[config.mk]
export PLATFORM = sky130hd
export DESIGN_NAME = matrix_coproc_controller
export DESIGN_NICKNAME = d
export VERILOG_FILES = /design/src/rtl/matrix_coproc_controller.sv
export SDC_FILE = /design/constraint.sdc
export NUM_CORES = 1
export LEC_CHECK = 0
export CORE_MARGIN = 2
export CORE_UTILIZATION = 23
export DETAILED_ROUTE_END_ITERATION = 16
export HOLD_SLACK_MARGIN = 0.05
export RECOVER_POWER = 100
export SLEW_MARGIN = 0
export SYNTH_ARGS = -nofsm -noshare
export SYNTH_HDL_FRONTEND = slang
export SYNTH_SLANG_ARGS = --single-unit
[constraint.sdc]
create_clock -name clock -period 28.8 [get_ports clock]
set_input_delay 2.88 -clock clock [delete_from_list [all_inputs] [get_ports clock]]
set_output_delay 2.88 -clock clock [all_outputs]
set_load 0.05 [all_outputs]
[src/rtl/matrix_coproc_controller.sv]
// Sequencer feeding the matrix ALU from a shared registered byte memory:
// fetches A (and B), runs the ALU, writes C back, reports status.
//
// state   | meaning
// IDLE    | waiting for start, instr captured on accept
// LOAD_A  | streaming A reads, capture lags address by one cycle
// LOAD_B  | same for B, binary opcodes only
// EXEC    | operands held on the ALU, result captured
// STORE   | writing C back to memory
// DONE    | one-cycle completion pulse
module matrix_coproc_controller #(
  parameter int ADDR_W      = 8,
  parameter int A_BASE      = 0,
  parameter int B_BASE      = 25,
  parameter int C_BASE      = 50,
  parameter int DET_TIMEOUT = 255
) (
  input  logic              clock,
  input  logic              reset,
  input  logic              start,
  input  logic [13:0]       instr,
  output logic              busy,
  output logic              done,
  output logic              overflow,
  output logic              error,
  output logic [ADDR_W-1:0] mem_addr,
  input  logic [7:0]        mem_rdata,
  output logic [7:0]        mem_wdata,
  output logic              mem_we,
  output logic [2:0]        alu_opcode,
  output logic [2:0]        alu_matrix_size,
  output logic [199:0]      alu_A_flat,
  output logic [199:0]      alu_B_flat,
  output logic [7:0]        alu_scalar,
  input  logic [199:0]      alu_C_flat,
  input  logic              alu_overflow,
  input  logic              alu_done
);

  localparam int TMR_W = $clog2(DET_TIMEOUT + 1);

  typedef enum logic [2:0] {
    S_IDLE, S_LOAD_A, S_LOAD_B, S_EXEC, S_STORE, S_DONE
  } state_t;

  state_t             state_q, state_d;
  logic [13:0]        instr_q, instr_d;
  logic [4:0]         cnt_q, cnt_d;
  logic [2:0]         r_q, r_d, c_q, c_d;
  logic [4:0]         row_q, row_d;
  logic [4:0]         prev_k_q, prev_k_d;
  logic [199:0]       a_flat_q, a_flat_d, b_flat_q, b_flat_d, c_flat_q, c_flat_d;
  logic [TMR_W-1:0]   tmr_q, tmr_d;
  logic               ovf_q, ovf_d, err_q, err_d;

  logic [2:0] op, n;
  logic [4:0] nn, k_cur;
  logic       need_b, is_det, in_invalid, load_issue, capture, store_end;

  assign op         = instr_q[2:0];
  assign n          = instr_q[5:3];
  assign nn         = {2'b00, n} * {2'b00, n};
  assign k_cur      = {r_q, 2'b00} + {2'b00, r_q} + {2'b00, c_q};
  assign need_b     = (op == 3'b001) || (op == 3'b010) || (op == 3'b011);
  assign is_det     = (op == 3'b111);
  assign in_invalid = (instr[2:0] == 3'b000) || (instr[5:3] < 3'd2) || (instr[5:3] > 3'd5);
  assign load_issue = (cnt_q != nn);
  assign capture    = !is_det || alu_done;
  assign store_end  = is_det || (cnt_q == nn - 5'd1);

  always_ff @(posedge clock or posedge reset) begin
    if (reset) state_q <= S_IDLE;
    else       state_q <= state_d;
  end

  always_comb begin
    state_d = state_q;
    case (state_q)
      S_IDLE:   if (start) state_d = in_invalid ? S_DONE : S_LOAD_A;
      S_LOAD_A: if (!load_issue) state_d = need_b ? S_LOAD_B : S_EXEC;
      S_LOAD_B: if (!load_issue) state_d = S_EXEC;
      S_EXEC: begin
        if (capture)           state_d = S_STORE;
        else if (tmr_q == '0)  state_d = S_DONE;
      end
      S_STORE:  if (store_end) state_d = S_DONE;
      S_DONE:   state_d = S_IDLE;
      default:  state_d = S_IDLE;
    endcase
  end

  always_ff @(posedge clock or posedge reset) begin
    if (reset) begin
      instr_q  <= '0;
      cnt_q    <= '0;
      r_q      <= '0;
      c_q      <= '0;
      row_q    <= '0;
      prev_k_q <= '0;
      a_flat_q <= '0;
      b_flat_q <= '0;
      c_flat_q <= '0;
      tmr_q    <= '0;
      ovf_q    <= 1'b0;
      err_q    <= 1'b0;
    end else begin
      instr_q  <= instr_d;
      cnt_q    <= cnt_d;
      r_q      <= r_d;
      c_q      <= c_d;
      row_q    <= row_d;
      prev_k_q <= prev_k_d;
      a_flat_q <= a_flat_d;
      b_flat_q <= b_flat_d;
      c_flat_q <= c_flat_d;
      tmr_q    <= tmr_d;
      ovf_q    <= ovf_d;
      err_q    <= err_d;
    end
  end

  always_comb begin
    instr_d  = instr_q;
    cnt_d    = cnt_q;
    r_d      = r_q;
    c_d      = c_q;
    row_d    = row_q;
    prev_k_d = prev_k_q;
    a_flat_d = a_flat_q;
    b_flat_d = b_flat_q;
    c_flat_d = c_flat_q;
    tmr_d    = tmr_q;
    ovf_d    = ovf_q;
    err_d    = err_q;
    case (state_q)
      S_IDLE: begin
        if (start) begin
          instr_d  = instr;
          a_flat_d = '0;
          b_flat_d = '0;
          c_flat_d = '0;
          ovf_d    = 1'b0;
          err_d    = in_invalid;
          cnt_d    = '0;
          r_d      = '0;
          c_d      = '0;
          row_d    = '0;
        end
      end
      S_LOAD_A, S_LOAD_B: begin
        // registered memory: data for the previous cycle's address arrives now
        if (cnt_q != '0) begin
          if (state_q == S_LOAD_A) a_flat_d[{prev_k_q, 3'b000} +: 8] = mem_rdata;
          else                     b_flat_d[{prev_k_q, 3'b000} +: 8] = mem_rdata;
        end
        if (load_issue) begin
          prev_k_d = k_cur;
          cnt_d    = cnt_q + 5'd1;
          if (c_q == n - 3'd1) begin
            c_d   = '0;
            r_d   = r_q + 3'd1;
            row_d = row_q + {2'b00, n};
          end else begin
            c_d = c_q + 3'd1;
          end
        end else begin
          cnt_d = '0;
          r_d   = '0;
          c_d   = '0;
          row_d = '0;
          tmr_d = TMR_W'(DET_TIMEOUT - 1);
        end
      end
      S_EXEC: begin
        if (capture) begin
          c_flat_d = alu_C_flat;
          ovf_d    = alu_overflow;
        end else if (tmr_q == '0) begin
          err_d = 1'b1;
        end else begin
          tmr_d = tmr_q - TMR_W'(1);
        end
      end
      S_STORE: begin
        cnt_d = cnt_q + 5'd1;
        if (c_q == n - 3'd1) begin
          c_d   = '0;
          r_d   = r_q + 3'd1;
          row_d = row_q + {2'b00, n};
        end else begin
          c_d = c_q + 3'd1;
        end
      end
      default: ;
    endcase
  end

  always_comb begin
    busy       = 1'b0;
    done       = 1'b0;
    mem_addr   = '0;
    mem_wdata  = '0;
    mem_we     = 1'b0;
    alu_opcode = '0;
    case (state_q)
      S_LOAD_A: begin
        busy = 1'b1;
        if (load_issue) mem_addr = ADDR_W'(A_BASE) + ADDR_W'(row_q) + ADDR_W'(c_q);
      end
      S_LOAD_B: begin
        busy = 1'b1;
        if (load_issue) mem_addr = ADDR_W'(B_BASE) + ADDR_W'(row_q) + ADDR_W'(c_q);
      end
      S_EXEC: begin
        busy       = 1'b1;
        alu_opcode = op;
      end
      S_STORE: begin
        busy      = 1'b1;
        mem_we    = 1'b1;
        mem_addr  = ADDR_W'(C_BASE) + ADDR_W'(row_q) + ADDR_W'(c_q);
        mem_wdata = c_flat_q[{k_cur, 3'b000} +: 8];
      end
      S_DONE:  done = 1'b1;
      default: ;
    endcase
  end

  assign overflow        = ovf_q;
  assign error           = err_q;
  assign alu_matrix_size = instr_q[5:3];
  assign alu_scalar      = instr_q[13:6];
  assign alu_A_flat      = a_flat_q;
  assign alu_B_flat      = b_flat_q;

endmodule

# Word level (Yosys, flattened, before mapping)

Index checks and enable logic that the tools add are counted.

Multiply operators: 1
Multiplexer cells: 52
Shifts and indexed selects: 3
$add $sub $neg: 15
$lt $le $gt $ge: 2
Equal/unequal tests: 25
Reductions and logical operators: 26

Operators with widths:

| cell                                                                     | number |
|---|---|
| 200-bit two-way mux                                                      | 6 |
| 200-bit case mux with 2 select lines                                     | 3 |
| 200-bit bitwise mux                                                      | 2 |
| 8-bit by 10-bit variable shift with 200-bit output, first input constant | 1 |
| 200-bit by 9-bit indexed part select with 8-bit output                   | 1 |
| 8-bit by 10-bit indexed part select with 200-bit output                  | 1 |
| 3-bit two-way mux                                                        | 13 |
| 8-bit two-way mux                                                        | 4 |
| 5-bit case mux with 3 select lines                                       | 2 |
| 2-bit inequality test, second input constant                             | 12 |
| 8-bit case mux with 3 select lines                                       | 1 |
| 5-bit two-way mux                                                        | 4 |
| 3-bit case mux with 3 select lines                                       | 2 |
| 8-bit case mux with 2 select lines                                       | 1 |
| 4-bit AND reduction                                                      | 4 |
| 5-bit by 3-bit adder with 5-bit output                                   | 3 |
| 3-bit case mux with 5 select lines                                       | 1 |
| 3-bit by 2-bit == test with 1-bit output, second input constant          | 4 |
| 8-bit negator with 10-bit output                                         | 1 |
| 3-bit == test, second input constant                                     | 3 |
| 1-bit two-way mux                                                        | 9 |
| 7-bit by 3-bit adder with 8-bit output                                   | 1 |
| 8-bit logical NOT                                                        | 1 |
| 8-bit by 1-bit subtractor with 8-bit output, second input constant       | 1 |
| other kinds (30)                                                         | 43 |

Bits in registers: 648
Logic and storage cells: 137
Input bits: 227
Output and inout port bits: 435

# Logic depth before layout (Yosys ltp)

Gate-level depths: netlist of run 1.

Word-level depth: 6
Gate-level depth with buffers: 10
Gate-level depth less buffers: 9

# Worst setup path before layout of run 1

Ideal clock, no wire load.

Path kind: flip-flop to output port
Start: register r_q[0]
End: output port mem_wdata[0]
Data arrival time: 3672 ps
Required time: 25920 ps
Path slack: 22248 ps
Path buffers: 1
Stages on the path, launching flop included: 9
Cells stage by stage: dfrtp_1 > fa_1 > inv_1 > fa_1 > xor2_1 > buf_2 > nor4b_2 > a221oi_1 > nor3_1

Cells in the longest elaborated chain, start to end: 4

RTL lines:

| what                                                   | RTL line | source |
|---|---|---|
| from (decl)                                            | 49       | `logic [2:0] r_q, r_d, c_q, c_d;` |
| from (signal assigned)                                 | 109      | `r_q <= r_d;` |
| 5-bit by 3-bit adder with 5-bit output (2 in series)   | 63       | `assign k_cur = {r_q, 2'b00} + {2'b00, r_q} + {2'b00, c_q};` |
| 200-bit by 9-bit indexed part select with 8-bit output | 222      | `mem_wdata = c_flat_q[{k_cur, 3'b000} +: 8];` |
| 8-bit two-way mux                                      | 205      | `case (state_q)` |
| to (decl)                                              | 28       | `output logic [7:0] mem_wdata,` |

No other way between the ends.

==> run summary, run 1 <==
========================================================================
Largest net degree at the start of global routing                    146
Total number of vias                                               23200
Horizontal extent of the die                                 356 microns
Drc violations                                                         0
Die footprint                                                0.127 sq mm
Number of synthesized register bits                                  648
Static leakage                                                   18.5 nW
Hold bufs inserted after CTS                                           0
Post-synthesis average cell area                              11.4 sq um
CP Capture Type                                                async pin
Relative slew slack                                                -423%
Setup repair after global routing missed its margin                false
Number of gates resized after cts                                      0
Total track usage                                                  17.6%
Max cap viols                                                         22
Placeable core region                                        0.123 sq mm
Most frequent cells in the layout                           sky130_fd_sc_hd__dfrtp_1, sky130_fd_sc_hd__nand2_1, sky130_fd_sc_hd__dlygate4sd3_1, sky130_fd_sc_hd__nand3_1, sky130_fd_sc_hd__clkdlybuf4s50_1
Number of standard-cell rows in the floorplan                        129
Vias per inst                                                       4.82
First-pass GRT wire length                                        166 mm
Worst clock skew                                                 28.8 ps
Final wirelength                                                  114 mm
Count of TritonRoute iterations in the first routing pass              5
Startpoint of the most critical register-to-register path     state_q[1]
Layout cell share with drive strength beyond 1                     10.3%
Maximum clock insertion buffer count                                   3
Via count of the first global-routing pass                         23400
Period Utilization, post-route                                     52.9%
Most common cell after layout, fill and taps aside          sky130_fd_sc_hd__dfrtp_1
Antenna violations before repair                                       6
Setup_tns                                                           0 ps
Library cells used by synthesis                                       83
Fill cell total of the finished layout                             12500
Post-synthesis async set-or-reset flop share                        100%
Power density relative to cell area                         88.5 mW/mm^2
Capturing point of the worst reg2reg path                   c_flat_q[77]
Antenna Violating Nets Remaining                                       0
Final global-route overflow total                                      0
Detailed router's first-iteration violation count                   2163
Maximum vdd ir drop                                          0.0000556 V
Hold Crit Class                                             register to register
Placed inst area                                            0.0369 sq mm
Final instance area                                         0.0391 sq mm
Number of input and output port buffers inserted                     660
Outcome                                                     complete, but fails checks
Nature of the critical path startpoint                         input pin
Number of setup violations in the final report                         0
Fin. max-slew vios                                                  1066
NumNets Final                                                       3383
Clock tree from TritonCTS                                           done
P&R area growth vs syn                                             37.0%
Number of flops mapped to enable cells by yosys                        0
Critical setup path kind                                    input pin to async pin
Hold path startpoint                                        c_flat_q[182]
Endpoint of the worst hold-timing path                      c_flat_q[182]
Hold Path Depth                                                        2
Total power                                                    0.00346 W
Routability Congestion                                             0.838
Total clock sinks                                                    648
Post-DP HPWL                                                     85.8 mm
Part of the Yosys area used for sequential elements                56.8%
Chip height                                                  356 microns
Setup fix buffers added after clock tree synthesis                     0
Synth warnings                                                         0
Initial cell density of the core                                   23.1%
Avg WL per Cell                                             23.6 microns
Final critical delay including setup and external delays        15230 ps
Count of cells along the worst register-to-register path               8
CP Data Required Time                                           28600 ps
Max Fanout on Critical Path                                          145
Latest clock arrival within the worst-skew pair                   650 ps
Arrival time reported for the critical path endpoint            15020 ps
Clock transition at the registers of the reported paths            60 ps
Top-level I/O count                                                  662
Tightest Pin Transition                                          7850 ps
Number of levels in the clock H-tree                                   3
Clock buffers created by TritonCTS                                    75
F_max                                                         0.0657 GHz
Violations in the final reports                             max-capacitance violations, max-slew violations
Root buf cell                                               sky130_fd_sc_hd__clkbuf_16
Hold Fails Final Rpt                                                   0
Most instantiated flip-flop cell in the synthesis netlist   sky130_fd_sc_hd__dfrtp_1
Register-to-register path setup slack                           20080 ps
Synthesized instance count                                          2500
Post-Syn Area                                               0.0285 sq mm
Syn nets                                                            2765
========================================================================
-- cells in the mapped netlist (6+ instances only) --
cell	n	area share (%)
sky130_fd_sc_hd__buf_1	17	0.22
sky130_fd_sc_hd__ha_1	32	1.4
sky130_fd_sc_hd__nand2_1	508	6.7
sky130_fd_sc_hd__clkbuf_1	93	1.2
sky130_fd_sc_hd__xor2_1	15	0.46
sky130_fd_sc_hd__a221oi_1	11	0.34
sky130_fd_sc_hd__inv_1	30	0.39
sky130_fd_sc_hd__and2_1	20	0.44
sky130_fd_sc_hd__o2bb2ai_1	187	5.7
sky130_fd_sc_hd__mux2_2	92	3.6
sky130_fd_sc_hd__nor3_1	27	0.47
sky130_fd_sc_hd__xnor2_1	11	0.34
sky130_fd_sc_hd__o21ai_1	12	0.21
sky130_fd_sc_hd__nor2b_1	9	0.20
sky130_fd_sc_hd__mux2i_1	6	0.21
sky130_fd_sc_hd__nor2_2	9	0.20
sky130_fd_sc_hd__fa_1	6	0.42
sky130_fd_sc_hd__dfrtp_1	648	57
sky130_fd_sc_hd__buf_2	28	0.49
sky130_fd_sc_hd__a22o_1	129	4.0
sky130_fd_sc_hd__a32o_1	13	0.46
sky130_fd_sc_hd__a21oi_1	30	0.53
sky130_fd_sc_hd__mux4_2	56	4.4
sky130_fd_sc_hd__a31oi_1	7	0.15
sky130_fd_sc_hd__and3_1	6	0.13
sky130_fd_sc_hd__o21ai_0	29	0.51
sky130_fd_sc_hd__nand3_1	231	4.1
sky130_fd_sc_hd__o21ai_2	26	0.80
sky130_fd_sc_hd__nor2_1	93	1.2
sky130_fd_sc_hd__buf_4	17	0.45
-- critical path, cell delays in order --
cell	delay, ps
sky130_fd_sc_hd__dlygate4sd3_1	550
sky130_fd_sc_hd__clkinvlp_2	2450
sky130_fd_sc_hd__clkbuf_1	5590
sky130_fd_sc_hd__clkbuf_1	3180
-- area by class of cell --
type,count,area (sq um),area share [%]
Antenna cell,4,10.0,0.0256
Multi-Input combinational cell,1666,11400,29.2
Sequential cell,648,16200,41.5
Clock inverter,36,400,1.02
Tap cell,1637,2050,5.24
Timing Repair Buffer,696,6810,17.4
Inverter,31,118,0.301
Clock buffer,102,2070,5.29
-- sequential cells by signal, indices dropped and copies added (netlist names) --
signal	cells
alu_A_flat	200
alu_B_flat	200
c_flat_q	200
c_q	3
cnt_q	5
error	1
instr_q	14
overflow	1
prev_k_q	5
r_q	3
row_q	5
state_q	3
tmr_q	8
-- report_power, final --
part | switching, W | total [W] | internal (W)
sequential | 0.000110 | 0.00116 | 0.00105
clock | 0.000411 | 0.000960 | 0.000548
combinational | 0.000968 | 0.00135 | 0.000378
-- metrics by stage --
step	hold slack [ps]	cells	util, %	worst slack (ps)
floorplan	433	2500	-	7760
detailed placement	451	4678	29.9	21290
global placement	444	4678	29.9	21370
finish	462	4820	31.7	13570
CTS	465	4816	31.9	20560
global route	482	4816	31.7	11050
-- cells by family (layout without fill, tap and decap cells) --
logic type	after synthesis	in the layout	share of synthesized area [%]
and+or+nand+nor	953	953	15.0
DFF	648	648	56.8
AOI/OAI and AO/OA	490	490	14.3
buffers and inverters	186	865	2.79
muxes	155	155	8.31
adders and majority gates	38	38	1.82
xor gates and xnor gates	29	29	0.996
other	1	5	0.0131
-- how the worst max path moves through the flow --
stage / start / to / cells after the start
6_report: reset / alu_A_flat[115] / 4
5_1_grt: reset / alu_A_flat[83] / 4
4_1_cts: r_q[0] / mem_wdata[4] / 7
3_5_place_dp: r_q[0] / mem_wdata[4] / 7
3_3_place_gp: r_q[0] / mem_wdata[4] / 7
2_1_floorplan: reset / alu_A_flat[0] / 1
-- per-layer routing --
metal	wire length, microns	vias to the layer above	global-route usage, %
met4	3520	6	5.91
met2	54400	955	29.0
met5	42	-	0
met1	47700	11800	22.7
li1	-	10300	-
met3	8210	162	3.87
(Power assumes the default switching activity.)
==> run 2, diff against run 1 <==
==> constraint.sdc (replaced) <==
create_clock -name clock -period 13.4 [get_ports clock]
set_input_delay 1.34 -clock clock [delete_from_list [all_inputs] [get_ports clock]]
set_output_delay 1.34 -clock clock [all_outputs]
set_load 0.05 [all_outputs]
==> run 2 against run 1 <==
Effect of this change:
- the run still ends with max-capacitance violations, max-slew violations left
- global-route usage rose by 0.26 points
- die area did not move
- combinational power rose by 120%
- via count fell by 0.52%
==> run summary, run 2 (same netlist as run 1, synthesis figures left out) <==
========================================================================
Count of buffer and inverter cells on the critical path                2   -2
Critical path cell sequence                                 nand2_1 -> nor2_1 -> clkbuf_1 -> clkbuf_1 -> nand3_1 -> nand2_1
Hold path startpoint                                        c_flat_q[125]
Number of setup violations in the final report                         0   unchanged
Nature of the critical path startpoint                          register
Most frequent cells in the layout                           sky130_fd_sc_hd__dfrtp_1, sky130_fd_sc_hd__nand2_1, sky130_fd_sc_hd__dlygate4sd3_1, sky130_fd_sc_hd__nand3_1, sky130_fd_sc_hd__clkdlybuf4s50_1
Number of input and output port buffers inserted                     660   unchanged
Drc violations                                                         0   unchanged
Via count of the first global-routing pass                         23300   -0.29%
Clock transition at the registers of the reported paths            60 ps   about the same
Tightest Pin Transition                                          4520 ps   -3320 ps
Endpoint of the worst hold-timing path                      c_flat_q[125]
First-pass GRT wire length                                        167 mm   +0.60%
Maximum clock insertion buffer count                                   3   unchanged
NumNets Final                                                       3381   -0.059%
Biggest cell delay along the critical path                       3270 ps   -2320 ps
Total number of vias                                               23100   -0.52%
Finished Layout Cells                                               4816   -0.083%
Hold bufs inserted after CTS                                           0   unchanged
CP Data Required Time                                           13960 ps   -14640 ps
Hold Path Depth                                                        2   unchanged
Count of placed standard cells including taps                       4675   -0.064%
Count of TritonRoute iterations in the first routing pass              5   unchanged
Worst clock skew                                                 28.1 ps   -0.708 ps
P&R area growth vs syn                                             37.5%
Vias per inst                                                       4.80   -0.44%
Setup fix buffers added after clock tree synthesis                     0   unchanged
Top-level I/O count                                                  662   unchanged
Hold Crit Class                                             register to register
Cell with the largest stage delay on the worst path         sky130_fd_sc_hd__clkbuf_1
Die footprint                                                0.127 sq mm   unchanged
Period Utilization, post-route                                     66.5%
Number of standard-cell rows in the floorplan                        129   unchanged
Critical setup path kind                                    register to register
Max Fanout on Critical Path                                           96   -34%
Final wirelength                                                  116 mm   +1.7%
Root buf cell                                               sky130_fd_sc_hd__clkbuf_16
Capturing point of the worst reg2reg path                   c_flat_q[69]
Initial cell density of the core                                   23.1%   unchanged
F_max                                                          0.112 GHz
Clock buffers created by TritonCTS                                    76   +1.3%
Most common cell after layout, fill and taps aside          sky130_fd_sc_hd__dfrtp_1
Chip height                                                  356 microns   unchanged
Antenna violations before repair                                       9   +3
Final critical delay including setup and external delays         8910 ps
Horizontal extent of the die                                 356 microns   unchanged
Static leakage                                                   18.6 nW   +0.50%
Detailed router's first-iteration violation count                   1975   -8.7%
Fin. max-slew vios                                                   613   -42%
Layout cell share with drive strength beyond 1                     10.2%   -0.056 points
Maximum vdd ir drop                                           0.000132 V   +140%
Hold Fails Final Rpt                                                   0   unchanged
Startpoint of the most critical register-to-register path     state_q[0]
Total clock sinks                                                    648   unchanged
Clock tree from TritonCTS                                           done
Relative slew slack                                                -202%   +220 points
Max cap viols                                                         20   -9.1%
Setup_tns                                                           0 ps   unchanged
CP Capture Type                                                 register
Register-to-register path setup slack                            4490 ps   -15590 ps
Arrival time reported for the critical path endpoint             9470 ps   -5550 ps
Top delay family on crit path                               buffers and inverters
Antenna Violating Nets Remaining                                       0   unchanged
Number of levels in the clock H-tree                                   3   unchanged
Post-DP HPWL                                                     86.1 mm   +0.41%
Placeable core region                                        0.123 sq mm   unchanged
Routability Congestion                                             0.849   +1.3%
Avg WL per Cell                                             24.1 microns   +1.8%
Setup repair after global routing missed its margin                false
Count of cells along the worst register-to-register path               6   -2
Outcome                                                     complete, but fails checks
Number of gates resized after cts                                      0   unchanged
Power density relative to cell area                          192 mW/mm^2   +120%
Latest clock arrival within the worst-skew pair                   660 ps   about the same
Violations in the final reports                             max-capacitance violations, max-slew violations
Final global-route overflow total                                      0   unchanged
Largest net degree at the start of global routing                    159   +8.9%
Total track usage                                                  17.8%   +0.26 points
========================================================================
[run 2: worst max path at each step]
stage          startpoint            end  slack, ps  depth (start not counted)
6_report       state_q[0]   c_flat_q[69]       4490                          6
3_5_place_dp       r_q[0]   mem_wdata[0]       7520                          7
4_1_cts            r_q[0]   mem_wdata[0]       6730                          7
2_1_floorplan       reset  alu_A_flat[0]       3210                          1
5_1_grt        state_q[0]  c_flat_q[104]       3790                          6
3_3_place_gp       r_q[0]   mem_wdata[3]       7510                          7
[run 2: per-stage QoR]
| step | setup WS [ps] | power, W | hold WS, ps | utilization, % | cell area [sq um] |
|---|---|---|---|---|---|
| 2_1_floorplan | 3210 | 0.00441 | 433 | - | 28500 |
| 6_report | 4490 | 0.00753 | 461 | 31.8 | 39200 |
| 3_3_place_gp | 7510 | 0.00555 | 444 | 29.9 | 36900 |
| 5_1_grt | 3790 | 0.00794 | 482 | 31.8 | 39200 |
| 4_1_cts | 6730 | 0.00775 | 464 | 32.0 | 39500 |
| 3_5_place_dp | 7520 | 0.00558 | 451 | 29.9 | 36900 |
[run 2: where the power goes]
group / switching [W] / internal [W] / leakage (nW) / total [W]
combinational: 0.00210 / 0.000812 / 8.38 / 0.00291
clock: 0.000868 / 0.00128 / 1.27 / 0.00215
sequential: 0.000232 / 0.00225 / 8.93 / 0.00248
total: 0.00320 / 0.00433 / 18.6 / 0.00753
[run 2: layout make-up]
cell class / count / area [sq um]
sequential: 648 / 16200
multi-input combinational: 1666 / 11400
fill: 12600 / 84100
inverter: 31 / 118
timing repair buffer: 693 / 6840
antenna: 2 / 5.00
clock buffer: 112 / 2270
clock inverter: 27 / 320
tap: 1637 / 2050
[run 2: worst register-to-register path: stages (launching register included)]
cell	delay, ps
sky130_fd_sc_hd__dfrtp_1	780
sky130_fd_sc_hd__nand2_1	170
sky130_fd_sc_hd__nor2_1	1620
sky130_fd_sc_hd__clkbuf_1	3270
sky130_fd_sc_hd__clkbuf_1	2500
sky130_fd_sc_hd__nand3_1	310
sky130_fd_sc_hd__nand2_1	160
[run 2: per-layer routing]
metal	GRT usage (%)	wire length (microns)
met2	30.0	57000
met1	22.7	47700
met3	4.18	8190
met5	0	42
met4	5.11	2910
